[src/rtl/spi_controller.sv]
// rtl/spi_controller.sv - SPI mode-0 master that shifts one 16-bit {rw,addr,wdata} frame per request
// A single divider counter paces SETUP, every SCLK half-period, HOLD and the inter-frame GAP.
module spi_controller #(
  parameter int CLK_DIV = 4,
  parameter int CS_GAP  = 4
) (
  input  logic       clk,
  input  logic       rst_n,
  input  logic       start,
  input  logic       rw,
  input  logic [6:0] addr,
  input  logic [7:0] wdata,
  output logic       ready,
  output logic       done,
  output logic [7:0] rdata,
  output logic       nCS,
  output logic       SCLK,
  output logic       COPI,
  input  logic       CIPO
);

  localparam logic [2:0] S_IDLE  = 3'd0;
  localparam logic [2:0] S_SETUP = 3'd1;
  localparam logic [2:0] S_SHIFT = 3'd2;
  localparam logic [2:0] S_HOLD  = 3'd3;
  localparam logic [2:0] S_GAP   = 3'd4;

  localparam logic [7:0] DIV_LAST = 8'(CLK_DIV - 1);
  localparam logic [7:0] GAP_LAST = 8'(CS_GAP - 1);

  logic [2:0]  state_q, state_d;
  logic [7:0]  div_q, div_d;
  logic [15:0] tx_q, tx_d;
  logic [7:0]  rx_q, rx_d;
  logic [4:0]  bit_q, bit_d;
  logic [7:0]  rdata_q, rdata_d;
  logic        ncs_q, ncs_d;
  logic        sclk_q, sclk_d;
  logic        copi_q, copi_d;
  logic        done_q, done_d;
  logic        div_tick;

  assign div_tick = (div_q == DIV_LAST);

  always_comb begin
    state_d = state_q;
    div_d   = div_q + 8'd1;
    tx_d    = tx_q;
    rx_d    = rx_q;
    bit_d   = bit_q;
    rdata_d = rdata_q;
    ncs_d   = ncs_q;
    sclk_d  = sclk_q;
    copi_d  = copi_q;
    done_d  = 1'b0;
    case (state_q)
      S_IDLE: begin
        div_d = 8'd0;
        if (start) begin
          tx_d    = {rw, addr, wdata};
          copi_d  = rw;
          ncs_d   = 1'b0;
          bit_d   = 5'd0;
          state_d = S_SETUP;
        end
      end
      S_SETUP: begin
        if (div_tick) begin
          div_d   = 8'd0;
          state_d = S_SHIFT;
        end
      end
      S_SHIFT: begin
        // SCLK is low for the first half-period, so the 32nd toggle is the 16th falling edge.
        if (div_tick) begin
          div_d  = 8'd0;
          sclk_d = ~sclk_q;
          if (!sclk_q) begin
            rx_d  = {rx_q[6:0], CIPO};
            bit_d = bit_q + 5'd1;
          end else if (bit_q == 5'd16) begin
            state_d = S_HOLD;
          end else begin
            tx_d   = {tx_q[14:0], 1'b0};
            copi_d = tx_q[14];
          end
        end
      end
      S_HOLD: begin
        if (div_tick) begin
          div_d   = 8'd0;
          ncs_d   = 1'b1;
          done_d  = 1'b1;
          rdata_d = rx_q;
          copi_d  = 1'b0;
          state_d = S_GAP;
        end
      end
      S_GAP: begin
        if (div_q == GAP_LAST) begin
          div_d   = 8'd0;
          state_d = S_IDLE;
        end
      end
      default: begin
        div_d   = 8'd0;
        ncs_d   = 1'b1;
        sclk_d  = 1'b0;
        state_d = S_IDLE;
      end
    endcase
  end

  always_ff @(posedge clk or negedge rst_n) begin
    if (!rst_n) begin
      state_q <= S_IDLE;
      div_q   <= 8'd0;
      tx_q    <= 16'd0;
      rx_q    <= 8'd0;
      bit_q   <= 5'd0;
      rdata_q <= 8'd0;
      ncs_q   <= 1'b1;
      sclk_q  <= 1'b0;
      copi_q  <= 1'b0;
      done_q  <= 1'b0;
    end else begin
      state_q <= state_d;
      div_q   <= div_d;
      tx_q    <= tx_d;
      rx_q    <= rx_d;
      bit_q   <= bit_d;
      rdata_q <= rdata_d;
      ncs_q   <= ncs_d;
      sclk_q  <= sclk_d;
      copi_q  <= copi_d;
      done_q  <= done_d;
    end
  end

  assign ready = (state_q == S_IDLE);
  assign done  = done_q;
  assign rdata = rdata_q;
  assign nCS   = ncs_q;
  assign SCLK  = sclk_q;
  assign COPI  = copi_q;

endmodule
[config.mk]
export PLATFORM = sky130hd
export DESIGN_NAME = spi_controller
export DESIGN_NICKNAME = d
export VERILOG_FILES = /design/src/rtl/spi_controller.sv
export SDC_FILE = /design/constraint.sdc
export NUM_CORES = 1
export LEC_CHECK = 0
export CORE_AREA = 2 2 89 91
export CTS_BUF_LIST = sky130_fd_sc_hd__clkbuf_2 sky130_fd_sc_hd__clkbuf_4 sky130_fd_sc_hd__clkbuf_8
export DETAILED_ROUTE_END_ITERATION = 16
export DIE_AREA = 0 0 91 93
export SLEW_MARGIN = 30
export SYNTH_ARGS = -nofsm -noshare
export SYNTH_HDL_FRONTEND = slang
export SYNTH_SLANG_ARGS = --single-unit
export TNS_END_PERCENT = 100
[constraint.sdc]
create_clock -name clk -period 2.7 [get_ports clk]
set_input_delay 0.54 -clock clk [delete_from_list [all_inputs] [get_ports clk]]
set_output_delay 0.54 -clock clk [all_outputs]
set_load 0.02 [all_outputs]
After elaboration in Yosys (flattened, before gate mapping)

Index checks and enable logic that the tools add are counted.

Register bits after elaboration: 51

$add $sub $neg: 2
Equality and inequality tests: 15
Multiplexer cells: 32
Bitwise logic cells: 3
Reductions and logical operators: 14

Operators with widths:

| operator              | number |
|---|---|
| $mux W15              | 4 |
| $pmux W15 S2          | 1 |
| $mux W3               | 7 |
| $ne A2 B2 Y1 const B  | 9 |
| $mux W8               | 2 |
| $mux W5               | 3 |
| $pmux W3 S5           | 1 |
| $mux W1               | 10 |
| $pmux W5 S2           | 1 |
| $add A8 B1 Y8 const B | 1 |
| $eq A8 B2 Y1 const B  | 1 |
| $reduce_or A4 Y1      | 2 |
| $reduce_and A7 Y1     | 1 |
| $eq A3 B2 Y1 const B  | 2 |
| $pmux W1 S3           | 2 |
| $reduce_and A3 Y1     | 2 |
| $reduce_and A6 Y1     | 1 |
| $add A5 B1 Y5 const B | 1 |
| $eq A5 B5 Y1 const B  | 1 |
| $reduce_and A5 Y1     | 1 |
| $reduce_and A2 Y1     | 2 |
| $reduce_and A4 Y1     | 1 |
| $eq A3 B1 Y1 const B  | 1 |
| $eq A3 B3 Y1 const B  | 1 |
| other kinds (6)       | 8 |

Depth between registers and ports, before layout

Gate-level depths: netlist of run 1.

Word-level depth: 5
Gate-level depth with buffers: 7

Least setup slack after synthesis of run 1

Ideal clock, no wire load.

Path type: reg-to-reg
From: register div_q[0]
To: register rx_q[0]
Data arrival time: 1919 ps
Data required time: 2575 ps
Slack: 656 ps
Stages on the path, launching flop included: 7
Buffers on the path: 1
Cell sequence: dfrtp_1 -> ha_1 -> or3b_2 -> nor3_4 -> and2_4 -> buf_12 -> mux2_4

Cells in the longest elaborated chain, start to end: 2

Ends and longest elaborated chain:

| what                        | RTL line | text |
|---|---|---|
| start: declaration          | 32       | `logic [7:0] div_q, div_d;` |
| start signal: assignment    | 128      | `div_q <= div_d;` |
| $eq A8 B2 Y1                | 43       | `assign div_tick = (div_q == DIV_LAST);` |
| $reduce_and A3 Y1 (no line) | n/a      |  |
| end signal: assignment      | 130      | `rx_q <= rx_d;` |
| end: declaration            | 34       | `logic [7:0] rx_q, rx_d;` |

No other way between the ends.
A chain may end at the register's enable or synchronous reset.

Final worst setup path of run 1

From: register state_q[2]
To: output port ready

Cells in the longest elaborated chain, start to end: 1

Ends and longest elaborated chain:

| what                     | RTL line | text |
|---|---|---|
| start: declaration       | 31       | `logic [2:0] state_q, state_d;` |
| start signal: assignment | 127      | `state_q <= state_d;` |
| $logic_not A3 Y1         | 140      | `assign ready = (state_q == S_IDLE);` |
| end: declaration         | 13       | `output logic ready,` |

No other way between the ends.

==> impl_metrics.json, run 1 <==
{
  "status": "finished clean",
  "yosys.cell_types.count": 50,
  "syn_to_final_growth_pct": 22.40,
  "io_pins": 33,
  "design.die.area_um2": 8463,
  "ctsHtreeMaxLevel": 2,
  "fin_crit_sh_pct": 89.52,
  "viasPerCell": 4.838,
  "start_util_pct": 33.99,
  "p_comb_share_pct": 5.3,
  "min_period_ns": 2.417,
  "synth_fa_ha_area_share_pct": 1.467,
  "drive_gt1_share_pct": 31.28,
  "fin_util_pct": 41.61,
  "p_int_w": 0.001014,
  "row_count": 32,
  "n_fill_cell": 752,
  "synth-xor-area-share_pct": 2.396,
  "timing.final.ws_setup_ns": 0.2830,
  "gr-usage-all-layers_pct": 11.77,
  "drtIter0Drc": 41,
  "multi_input_area_um2": 1200,
  "drcViolationCount": 0,
  "postSynthAreaPerCell_um2": 12.73,
  "gp_congestion": 0.7490,
  "p_sw_share_pct": 24.18,
  "power_density_nw_per_um2": 427.1,
  "critPathLaunch": "state_q[2]",
  "worstPathArrival_ns": 1.88,
  "pwr-share-clk_pct": 36.0,
  "regArea_um2": 1277,
  "postCtsHoldBufs": 0,
  "dp_hpwl_um": 3354,
  "grt_pass1_wl_um": 8004,
  "die_h_um": 93,
  "cts.path.max_buffers": 2,
  "critical_path.max_fanout": 7,
  "drt-pass1-iter-count": 4,
  "hold_path.class": "in -> async",
  "synth_fp_nets": 224,
  "cts_tree": "done",
  "postCtsSetupBuffers": 0,
  "clk_latency_ns": 0.32,
  "port_buffers": 32,
  "synth-edff-count": 0,
  "worst_slew_pin_slew_ns": 0.5980,
  "drv_slew": 0,
  "postSynthCellCount": 201,
  "rsz0062_at_grt": "no",
  "slew_headroom_pct": 60.14,
  "clock-sinks": 51,
  "synth_top_family_by_area": "multiplexers",
  "grt_overflow_total": 0,
  "layout.nets": 265,
  "cp-end-kind": "primary output",
  "ys_warn_count": 0,
  "coreArea_um2": 7527,
  "synth_top_flop_cell": "dfrtp_1",
  "synthSimpleGateAreaFrac_pct": 13.06,
  "p_leak_nw": 1.454,
  "antenna_found_initial": 0,
  "synthMuxAreaShare_pct": 21.37,
  "cap_violations": 0,
  "max_freq_mhz": 413.7,
  "clockRootBuffer": "clkbuf_8",
  "finalSetupTns_ns": 0,
  "synth_compound_area_share_pct": 8.606,
  "grt_max_degree": 28,
  "cts.repair.resized": 0,
  "grt_pass1_vias": 1684,
  "rr_startpoint": "div_q[0]",
  "numCtsBuffers": 5,
  "clkSlewWorstSetupHoldPaths_ns": 0.10,
  "worst-setup-path-type": "reg -> out",
  "wirelength_um": 4726,
  "wire_per_inst_um": 13.70,
  "pre_cts_slack_ns": 0.3237,
  "start_kind": "flop",
  "p_sw_w": 0.0003234,
  "seq_power_share_pct": 58.7,
  "ant_nets": 0,
  "synth.ff_latch_count": 51,
  "synth_area_um2": 2559,
  "setup_viol": 0,
  "num_antenna_cells": 0,
  "hold_viol": 0,
  "cp.required_ns": 2.16,
  "vias": 1669,
  "synth_seq_area_share_pct": 49.93,
  "dieWidth_um": 91,
  "skew_ns": 0.006342,
  "ys_async_sr_fraction_pct": 100.0,
  "max-vdd-ir-drop_mv": 0.1727
}
per-layer routing:
layer / GRT usage, % / vias up / part of all wire, %
met1: 15.51 / 816 / 47
met5: 0 / - / 0
met4: 3.788 / 0 / 1.4
met3: 2.659 / 6 / 3.4
li1: - / 819 / -
met2: 19.32 / 28 / 49
layout make-up:
type,instances,area share (%)
clock buffer,5,2.197
inverter,9,1.079
multi-input combinational,134,38.31
sequential,51,40.79
clock inverter,3,0.9189
tap,102,4.075
timing repair buffer,41,12.62
path summary, 6_finish.rpt:
check	end	slack (ns)	depth (start not counted)
max	ready	0.28	3
min	div_q[5]	0.22	1
min in group clk	tx_q[13]	0.50	1
max reg2reg	tx_q[3]	0.57	6
max in group asynchronous	tx_q[11]	1.93	2
min reg2reg	tx_q[13]	0.50	1
power groups by stage:
stage	combinational, W	clock, W	sequential (W)
final	0.0000714	0.000482	0.000785
after global routing	0.0000790	0.000530	0.000787
after CTS	0.0000742	0.000505	0.000785
after detailed placement	0.0000740	0	0.000800
after global placement	0.0000728	0	0.000799
after floorplan	0.0000216	0	0.000798
cell usage in the layout, fill, tap and decap left out, types with 6 or more instances in the layout:
cell type,Yosys,final
dfrtp_1,50,50
mux2_2,35,35
clkdlybuf4s50_1,0,31
nor2_1,13,13
inv_1,9,9
nand3_1,9,9
mux2_4,8,8
buf_4,1,8
xor2_1,6,6
stage by stage:
stage                     hold slack, ns  power (W)  cells  area [µm²]
after floorplan                   0.2444  0.0008193    201        2559
after global routing              0.2644   0.001396    345        3132
after CTS                         0.2401   0.001364    345        3132
after global placement            0.4618  0.0008721    337        3034
final                             0.2151   0.001338    345        3132
after detailed placement          0.4729  0.0008735    337        3034
flip-flops by register name (all words and copies together) (netlist names), 3 cells and up:
register / count
rx_q: 8
rdata: 8
div_q: 8
bit_q: 5
state_q: 3
tx_q: 15
Yosys cell counts, drive strengths merged (3+ instances only):
cell | number | share of area [%]
dfrtp | 50 | 49
mux2 | 45 | 21
nor2 | 13 | 1.9
inv | 9 | 1.3
nand3 | 9 | 1.8
nand2 | 6 | 0.98
xor2 | 6 | 2.1
o21ai | 5 | 0.98
clkbuf | 4 | 0.59
nor3b | 4 | 1.6
a211o | 3 | 1.0
and3 | 3 | 0.73
buf | 3 | 1.3
ha | 3 | 1.5
kinds of logic after synthesis:
logic type / after synthesis
compound gates: 26
buf+inv: 16
fa+ha+maj: 3
xor+xnor: 7
simple gates: 52
mux: 46
flops: 51
worst max-delay path: stages (launching register included):
cell	delay, ns
dfrtp_1	0.46
or3_1	0.39
inv_1	0.10
clkdlybuf4s50_1	0.61
Note: power is estimated with default switching activity, not from simulation.
==> run 2: changes to the inputs <==
CTS_CLUSTER_DIAMETER = 100   (was not set)
==> results of run 2 <==
The final DEF is identical to that of run 1; final timing and power are the same.
